===== config.mk =====
export PLATFORM = sky130hd
export DESIGN_NAME = multicycle_controller
export DESIGN_NICKNAME = d
export VERILOG_FILES = /design/src/rtl/multicycle_controller.sv
export SDC_FILE = /design/constraint.sdc
export NUM_CORES = 1
export LEC_CHECK = 0
export ABC_AREA = 1
export BUFFER_PORTS_ARGS = -buffer_cell sky130_fd_sc_hd__buf_4
export CAP_MARGIN = 20
export CORE_MARGIN = 5
export CORE_UTILIZATION = 39
export DETAILED_ROUTE_END_ITERATION = 16
export GPL_TIMING_DRIVEN = 0
export PLACE_DENSITY = 0.7
export RECOVER_POWER = 50
export SLEW_MARGIN = 20
export SYNTH_ARGS = -nofsm -noshare
export SYNTH_HDL_FRONTEND = slang
export SYNTH_SLANG_ARGS = --single-unit

===== constraint.sdc =====
create_clock -name clk -period 2.3 [get_ports clk]
set_input_delay 0 -clock clk [delete_from_list [all_inputs] [get_ports clk]]
set_output_delay 0 -clock clk [all_outputs]
set_load 0.01 [all_outputs]

===== src/rtl/multicycle_controller.sv =====
// Multicycle MIPS controller: Moore FSM with a memory wait-state handshake,
// a bounded wait timeout and a sticky FAULT state.
module multicycle_controller #(
    parameter int WAIT_LIMIT = 15,
    parameter int CNT_W      = 4
) (
    input  logic       clk,
    input  logic       reset,
    input  logic [5:0] op,
    input  logic [5:0] funct,
    input  logic       zero,
    input  logic       mem_ready,
    output logic       pcen,
    output logic       irwrite,
    output logic       regwrite,
    output logic       memwrite,
    output logic       iord,
    output logic       memtoreg,
    output logic       regdst,
    output logic       alusrca,
    output logic [1:0] alusrcb,
    output logic [1:0] pcsrc,
    output logic [2:0] alucontrol,
    output logic [3:0] state,
    output logic       fault
);

    typedef enum logic [3:0] {
        S_FETCH    = 4'd0,
        S_DECODE   = 4'd1,
        S_MEMADR   = 4'd2,
        S_MEMREAD  = 4'd3,
        S_MEMWB    = 4'd4,
        S_MEMWRITE = 4'd5,
        S_EXECUTE  = 4'd6,
        S_ALUWB    = 4'd7,
        S_BRANCH   = 4'd8,
        S_ADDIEXEC = 4'd9,
        S_ADDIWB   = 4'd10,
        S_JUMP     = 4'd11,
        S_FAULT    = 4'd15
    } state_t;

    // Last wait count tolerated before the timeout fires; unused when WAIT_LIMIT is 0.
    localparam logic [CNT_W-1:0] LIM_M1 = (WAIT_LIMIT > 0) ? CNT_W'(WAIT_LIMIT - 1) : '0;

    state_t           r_state;
    state_t           w_next;
    logic [CNT_W-1:0] r_wait_cnt;
    logic             w_mem_state;
    logic             w_timeout;
    logic             w_funct_ok;
    logic [2:0]       w_rfn;
    logic             w_pcwrite;
    logic             w_branch;
    logic             w_irwrite;
    logic             w_regwrite;
    logic             w_memwrite;

    assign w_mem_state = (r_state == S_FETCH) || (r_state == S_MEMREAD) || (r_state == S_MEMWRITE);
    assign w_timeout   = (WAIT_LIMIT > 0) && w_mem_state && !mem_ready && (r_wait_cnt == LIM_M1);

    // R-type funct decode; unknown funct codes are flagged so EXECUTE can fault.
    always_comb begin
        w_funct_ok = 1'b1;
        w_rfn      = 3'b010;
        case (funct)
            6'b100000: w_rfn = 3'b010;
            6'b100010: w_rfn = 3'b110;
            6'b100100: w_rfn = 3'b000;
            6'b100101: w_rfn = 3'b001;
            6'b101010: w_rfn = 3'b111;
            default:   w_funct_ok = 1'b0;
        endcase
    end

    // Next-state logic; a memory wait timeout overrides every other transition.
    always_comb begin
        w_next = r_state;
        case (r_state)
            S_FETCH:    if (mem_ready) w_next = S_DECODE;
            S_DECODE: begin
                case (op)
                    6'b100011, 6'b101011: w_next = S_MEMADR;
                    6'b000000:            w_next = S_EXECUTE;
                    6'b000100:            w_next = S_BRANCH;
                    6'b001000:            w_next = S_ADDIEXEC;
                    6'b000010:            w_next = S_JUMP;
                    default:              w_next = S_FAULT;
                endcase
            end
            S_MEMADR:   w_next = (op == 6'b100011) ? S_MEMREAD : S_MEMWRITE;
            S_MEMREAD:  if (mem_ready) w_next = S_MEMWB;
            S_MEMWB:    w_next = S_FETCH;
            S_MEMWRITE: if (mem_ready) w_next = S_FETCH;
            S_EXECUTE:  w_next = w_funct_ok ? S_ALUWB : S_FAULT;
            S_ALUWB:    w_next = S_FETCH;
            S_BRANCH:   w_next = S_FETCH;
            S_ADDIEXEC: w_next = S_ADDIWB;
            S_ADDIWB:   w_next = S_FETCH;
            S_JUMP:     w_next = S_FETCH;
            default:    w_next = S_FAULT;
        endcase
        if (w_timeout) w_next = S_FAULT;
    end

    // Moore output decode; enables are gated by reset so nothing writes while it is held.
    always_comb begin
        w_pcwrite  = 1'b0;
        w_branch   = 1'b0;
        w_irwrite  = 1'b0;
        w_regwrite = 1'b0;
        w_memwrite = 1'b0;
        iord       = 1'b0;
        memtoreg   = 1'b0;
        regdst     = 1'b0;
        alusrca    = 1'b0;
        alusrcb    = 2'b00;
        pcsrc      = 2'b00;
        alucontrol = 3'b010;
        case (r_state)
            S_FETCH: begin
                alusrcb   = 2'b01;
                w_irwrite = mem_ready;
                w_pcwrite = mem_ready;
            end
            S_DECODE:   alusrcb = 2'b11;
            S_MEMADR: begin
                alusrca = 1'b1;
                alusrcb = 2'b10;
            end
            S_MEMREAD:  iord = 1'b1;
            S_MEMWB: begin
                memtoreg   = 1'b1;
                w_regwrite = 1'b1;
            end
            S_MEMWRITE: begin
                iord       = 1'b1;
                w_memwrite = 1'b1;
            end
            S_EXECUTE: begin
                alusrca    = 1'b1;
                alucontrol = w_rfn;
            end
            S_ALUWB: begin
                regdst     = 1'b1;
                w_regwrite = 1'b1;
            end
            S_BRANCH: begin
                alusrca    = 1'b1;
                alucontrol = 3'b110;
                pcsrc      = 2'b01;
                w_branch   = 1'b1;
            end
            S_ADDIEXEC: begin
                alusrca = 1'b1;
                alusrcb = 2'b10;
            end
            S_ADDIWB:   w_regwrite = 1'b1;
            S_JUMP: begin
                pcsrc     = 2'b10;
                w_pcwrite = 1'b1;
            end
            default: ;
        endcase
    end

    assign pcen     = reset & (w_pcwrite | (w_branch & zero));
    assign irwrite  = reset & w_irwrite;
    assign regwrite = reset & w_regwrite;
    assign memwrite = reset & w_memwrite;
    assign state    = r_state;
    assign fault    = (r_state == S_FAULT);

    // State register and wait counter; the counter only runs while stalled in a memory state.
    always_ff @(posedge clk or negedge reset) begin
        if (!reset) begin
            r_state    <= S_FETCH;
            r_wait_cnt <= '0;
        end else begin
            r_state <= w_next;
            if (w_mem_state && !mem_ready && (w_next == r_state))
                r_wait_cnt <= r_wait_cnt + CNT_W'(1);
            else
                r_wait_cnt <= '0;
        end
    end

endmodule


[Word-level counts from Yosys, hierarchy flattened]
Index checks and enable logic that the tools add are counted.
Storage, ports and cells
  register bits after elaboration: 8
Cells by class
  add/sub/neg operators: 1
  equality and inequality tests: 24
  mux-type cells: 23
  bitwise logic cells: 6
  reductions and logical operators: 15
Operator list (count)
  equality test 6 bit, second input constant: 7
  case mux 4 bit (8 select lines): 1
  equality test 4 bit, second input constant: 6
  2-to-1 mux 4 bit: 6
  case mux 4 bit (5 select lines): 1
  equality test 4 x 3 -> 1 bit, second input constant: 4
  case mux 3 bit (4 select lines): 1
  OR reduction 5 bit: 2
  2-to-1 mux 1 bit: 9
  equality test 4 x 2 -> 1 bit, second input constant: 2
  equality test 6 x 2 -> 1 bit, second input constant: 1
  equality test 6 x 3 -> 1 bit, second input constant: 1
  equality test 6 x 4 -> 1 bit, second input constant: 1
  zero test 6 bit: 1
  case mux 2 bit (3 select lines): 1
  case mux 3 bit (2 select lines): 1
  OR reduction 2 bit: 3
  AND 1 bit: 5
  adder 4 x 1 -> 4 bit, second input constant: 1
  equality test 4 x 1 -> 1 bit, second input constant: 1
  equality test 4 bit: 1
  zero test 4 bit: 1
  case mux 2 bit (2 select lines): 1
  OR reduction 4 bit: 1
  7 further kinds: 10

[Longest topological paths before layout]
  depth after elaboration: 9
  gate-level depth with buffers: 10

[Least setup slack after synthesis]
Ideal clock, no wire load.
  path type: register to register
  start point: reg r_state[3] (netlist: state[3])
  end point: reg r_wait_cnt[2]
  setup time: 0.120 ns
  arrival time: 1.192 ns
  required time: 2.180 ns
  setup slack: 0.988 ns
  cell stages (with the launch flop): 11
  path buffers: 0
  cells stage by stage: dfrtp_1 > inv_2 > nand2_2 > nor2_4 > nand2_1 > nor2_1 > nor2_2 > nand3_2 > nand2_2 > nand2_2 > nor2_1
On the way
  longest elaborated chain between the ends: 9
  elaborated cells between the ends (all ways): 25
RTL lines
  start, declared: RTL line 47  | state_t r_state;
  start signal, assigned: RTL line 181  | r_state <= w_next;
  parallel branches: the longest is 5 deep, another holds case mux 4 bit (8 select lines)
  2-to-1 mux 4 bit (*): RTL line 104  | if (w_timeout) w_next = S_FAULT;
  via w_next[3]: RTL line 48  | state_t w_next;
  equality test 4 bit (*): RTL line 182  | if (w_mem_state && !mem_ready && (w_next == r_state))
  logical AND 1 bit (*): RTL line 182
  2-to-1 mux 4 bit (*): RTL line 182
  end signal, assigned: RTL line 183  | r_wait_cnt <= r_wait_cnt + CNT_W'(1);
  end, declared: RTL line 49  | logic [CNT_W-1:0] r_wait_cnt;
Mark *: on every way through the listed nets, which the timed path passes.

[Worst setup path after layout]
  start point: reg r_state[3] (netlist: state[3])
  end point: out alucontrol[1]
On the way
  longest elaborated chain between the ends: 2
  elaborated cells between the ends (all ways): 3
RTL lines
  equality test 4 bit / equality test 4 x 3 -> 1 bit (equally long branches): RTL line 121  | case (r_state)
  case mux 3 bit (2 select lines) (*): RTL line 121
  end, declared: RTL line 23  | output logic [2:0] alucontrol,
Mark *: on every way between the ends. The rest lies on a longest branch, timed or not.

==> run summary <==
Yosys top cell by area - dfrtp_1
# nets final - 203
internal power - 527.5 µW
top cell type's share of synthesized area - 0.2370
Clock Sinks - 8
Fillers - 216
Max Buffers Root-to-Sink - 2
Mapped Area - 844.6 µm²
share of layout cells above drive strength 1 - 0.2404
CP arrival - 1.65 ns
Setup crit start kind - register
starting density of the core - 0.4177
post-CTS sizing - 0
Worst-path clk slew - 0.05 ns
synthesized flop and latch total - 8
CTS tree - yes
P per Cell Area - 932.7 nW/µm²
1st-iter DRT viols - 25
Sw Ratio - 0.5033
syn nets - 162
compound-cell area share of the yosys netlist - 0.09926
global-route wire length before repair - 3726 µm
Num CTS Buffers - 3
Worst Hold Depth - 4
CP endpoint kind - output pin
XOR/XNOR share of the synthesized area - 0.02074
grt total ovfl - 0
WHS Endpoint - state[0]$_DFF_PN0_
Synth Instances - 144
syn_area_per_cell - 5.865 µm²
DP Worst Slack - 0.8195 ns
average via count per standard cell - 4.695
pin count of the biggest net entering global routing - 12
hold_sp - mem_ready
drt first pass iters - 4
status - completed
# hold bufs at CTS - 1
vias in the first global route - 948
# IOs - 36
Total Die Area - 3196 µm²
Placement Cell Area - 1141 µm²
port bufs - 35
max cap viols - 0
FF-to-FF End - r_wait_cnt[2]$_DFF_PN0_
RD Place Congestion - 0.8797
Max Slew Vio Count - 0
Post-route DRC - 0
Hold Path Class - in -> reg
multiplexer area fraction after synthesis - 0
final hold vios - 0
initial antenna violation count - 0
yosys warns - 0
via count - 986
Antenna Cells - 0
sequential element share of the synthesized area - 0.2370
reg2reg start - state[2]$_DFF_PN0_
Worst-Margin Slew - 0.5398 ns
final worst setup slack - 0.6502 ns
Synth area leaders - dfrtp_1, inv_1, nor2_1
total track usage - 0.1417
Synth cell types - 24
fmax - 606.1 MHz
worst reg2reg setup slack - 0.69 ns
Peak VDD IR - 485.4 µV
critical setup path kind - reg -> out
crit path max fanout - 5
leakage power - 0.6574 nW
Reg power frac - 0.236
Comb pwr share - 0.669
NetSw - 534.5 µW
CTS root buf - clkbuf_4
Die H - 56.54 µm
Clock power frac - 0.095
main combinational cell family by area after synthesis - simple AND/OR/NAND/NOR gates
Layout Area Growth over Synthesis - 34.81%
final hold slack - 0.1676 ns
hpwl dp - 1872 µm
Routed wire per std cell - 10.05 µm
Final Cell Area - 1139 µm²
setup bufs post-CTS - 0
setup repair after global routing missed its margin - false
routed wire length - 2111 µm
Setup Viol. Count Final - 0
final period utilization - 0.7173
Slew Limit Headroom - 0.6402
ANT nets after route - 0
simple-gate share of the synthesized area - 0.4667
H-tree Lvls - 1
TNS Setup - 0 ns
min Tclk post-route - 1.650 ns
synthesized-area fraction occupied by adder cells - 0.02963
Reg2Reg Depth - 8
Worst-Skew Late Latency - 0.24 ns
Worst Skew - 0.0007623 ns
Std-Cell Rows - 16
DIE WIDTH - 56.54 µm
Placeable Area - 2022 µm²
Worst EP required - 2.30 ns
## worst max path at each step
| stage | slack, ns | from | endpoint |
|---|---|---|---|
| after floorplan | 0.99 | state[3]$_DFF_PN0_ | r_wait_cnt[2]$_DFF_PN0_ |
| after global placement | 0.87 | state[1]$_DFF_PN0_ | state[0]$_DFF_PN0_ |
| after detailed placement | 0.82 | state[1]$_DFF_PN0_ | state[0]$_DFF_PN0_ |
| after CTS | 0.70 | state[3]$_DFF_PN0_ | alucontrol[1] |
| after global routing | 0.44 | state[2]$_DFF_PN0_ | pcen |
| final | 0.65 | state[3]$_DFF_PN0_ | alucontrol[1] |
## cells in the final DEF (no fill, tap or decap)
| cell type | count |
|---|---|
| a21oi_1 | 4 |
| a31oi_1 | 1 |
| and3_1 | 1 |
| buf_4 | 27 |
| clkbuf_1 | 8 |
| clkbuf_4 | 3 |
| dfrtp_1 | 8 |
| dlygate4sd3_1 | 1 |
| ha_1 | 2 |
| inv_1 | 30 |
| inv_2 | 3 |
| nand2_1 | 26 |
| nand2_2 | 5 |
| nand3_1 | 7 |
| nand3_2 | 3 |
| nand4_1 | 4 |
| nor2_1 | 30 |
| nor2_2 | 2 |
| nor2_4 | 1 |
| nor3_1 | 3 |
| nor4_1 | 1 |
| o2111ai_1 | 1 |
| o211ai_1 | 1 |
| o21ai_0 | 7 |
| o22ai_1 | 1 |
| or3_1 | 1 |
| xnor2_1 | 1 |
| xor2_1 | 1 |
## cell usage after synthesis
master and number:
nor2_2 4, nor4_1 1, nor2_4 1, a31oi_1 1
nand2_2 5, o22ai_1 1, nand2_1 26, dfrtp_1 8
ha_1 2, xor2_1 1, inv_2 4, o21ai_0 7
nor2_1 28, nand4_1 4, nand3_2 3, xnor2_1 1
inv_1 29, o211ai_1 1, o2111ai_1 1, or3_1 1
nand3_1 7, and3_1 1, nor3_1 3, a21oi_1 4
## per-stage QoR
stage	total power [mW]	utilization	std cells
floorplan	0.7212	-	144
global placement	0.9986	0.5644	206
detailed placement	1.012	0.5644	206
CTS	1.119	0.5804	210
global route	1.181	0.5631	210
finish	1.062	0.5631	210
## layout make-up
class | count | area (µm²) | area share
well taps | 27 | 33.78 | 0.02967
repair buffers | 36 | 242.7 | 0.2132
multi-input cells | 103 | 515.5 | 0.4527
flip-flops and latches | 8 | 200.2 | 0.1758
inverters | 33 | 123.9 | 0.1088
clock buffers | 3 | 22.52 | 0.01978
## critical path, stage by stage, from the launching register on
cell and delay [ns]:
dfrtp_1 0.42, inv_1 0.17, nand2_2 0.12, nor2_4 0.17, nand2_1 0.08, or3_1 0.30, buf_4 0.15
## layer usage
metal,global-route usage,share of wire
met4,0.04746,0.0038
met1,0.1657,0.45
met5,0,0
met2,0.2459,0.47
met3,0.03899,0.077
## kinds of logic (layout without fill, tap and decap cells)
group                      after synthesis  after routing
DFF                                      8              8
AOI/OAI and AO/OA                       15             15
xor gates and xnor gates                 2              2
buffers and inverters                   33             72
and+or+nand+nor                         84             84
adders and majority gates                2              2
## state kept, by name, indices dropped and copies added, names as in the netlist
register / flops
r_wait_cnt: 4
state: 4
## power groups by stage
stage	Sequential (mW)	Clock, mW	Combinational, mW
after detailed placement	0.256	0	0.756
after global routing	0.260	0.112	0.809
after CTS	0.254	0.104	0.761
final	0.251	0.100	0.711
after floorplan	0.260	0	0.461
after global placement	0.255	0	0.743
Note: power is estimated with default switching activity, not from simulation.
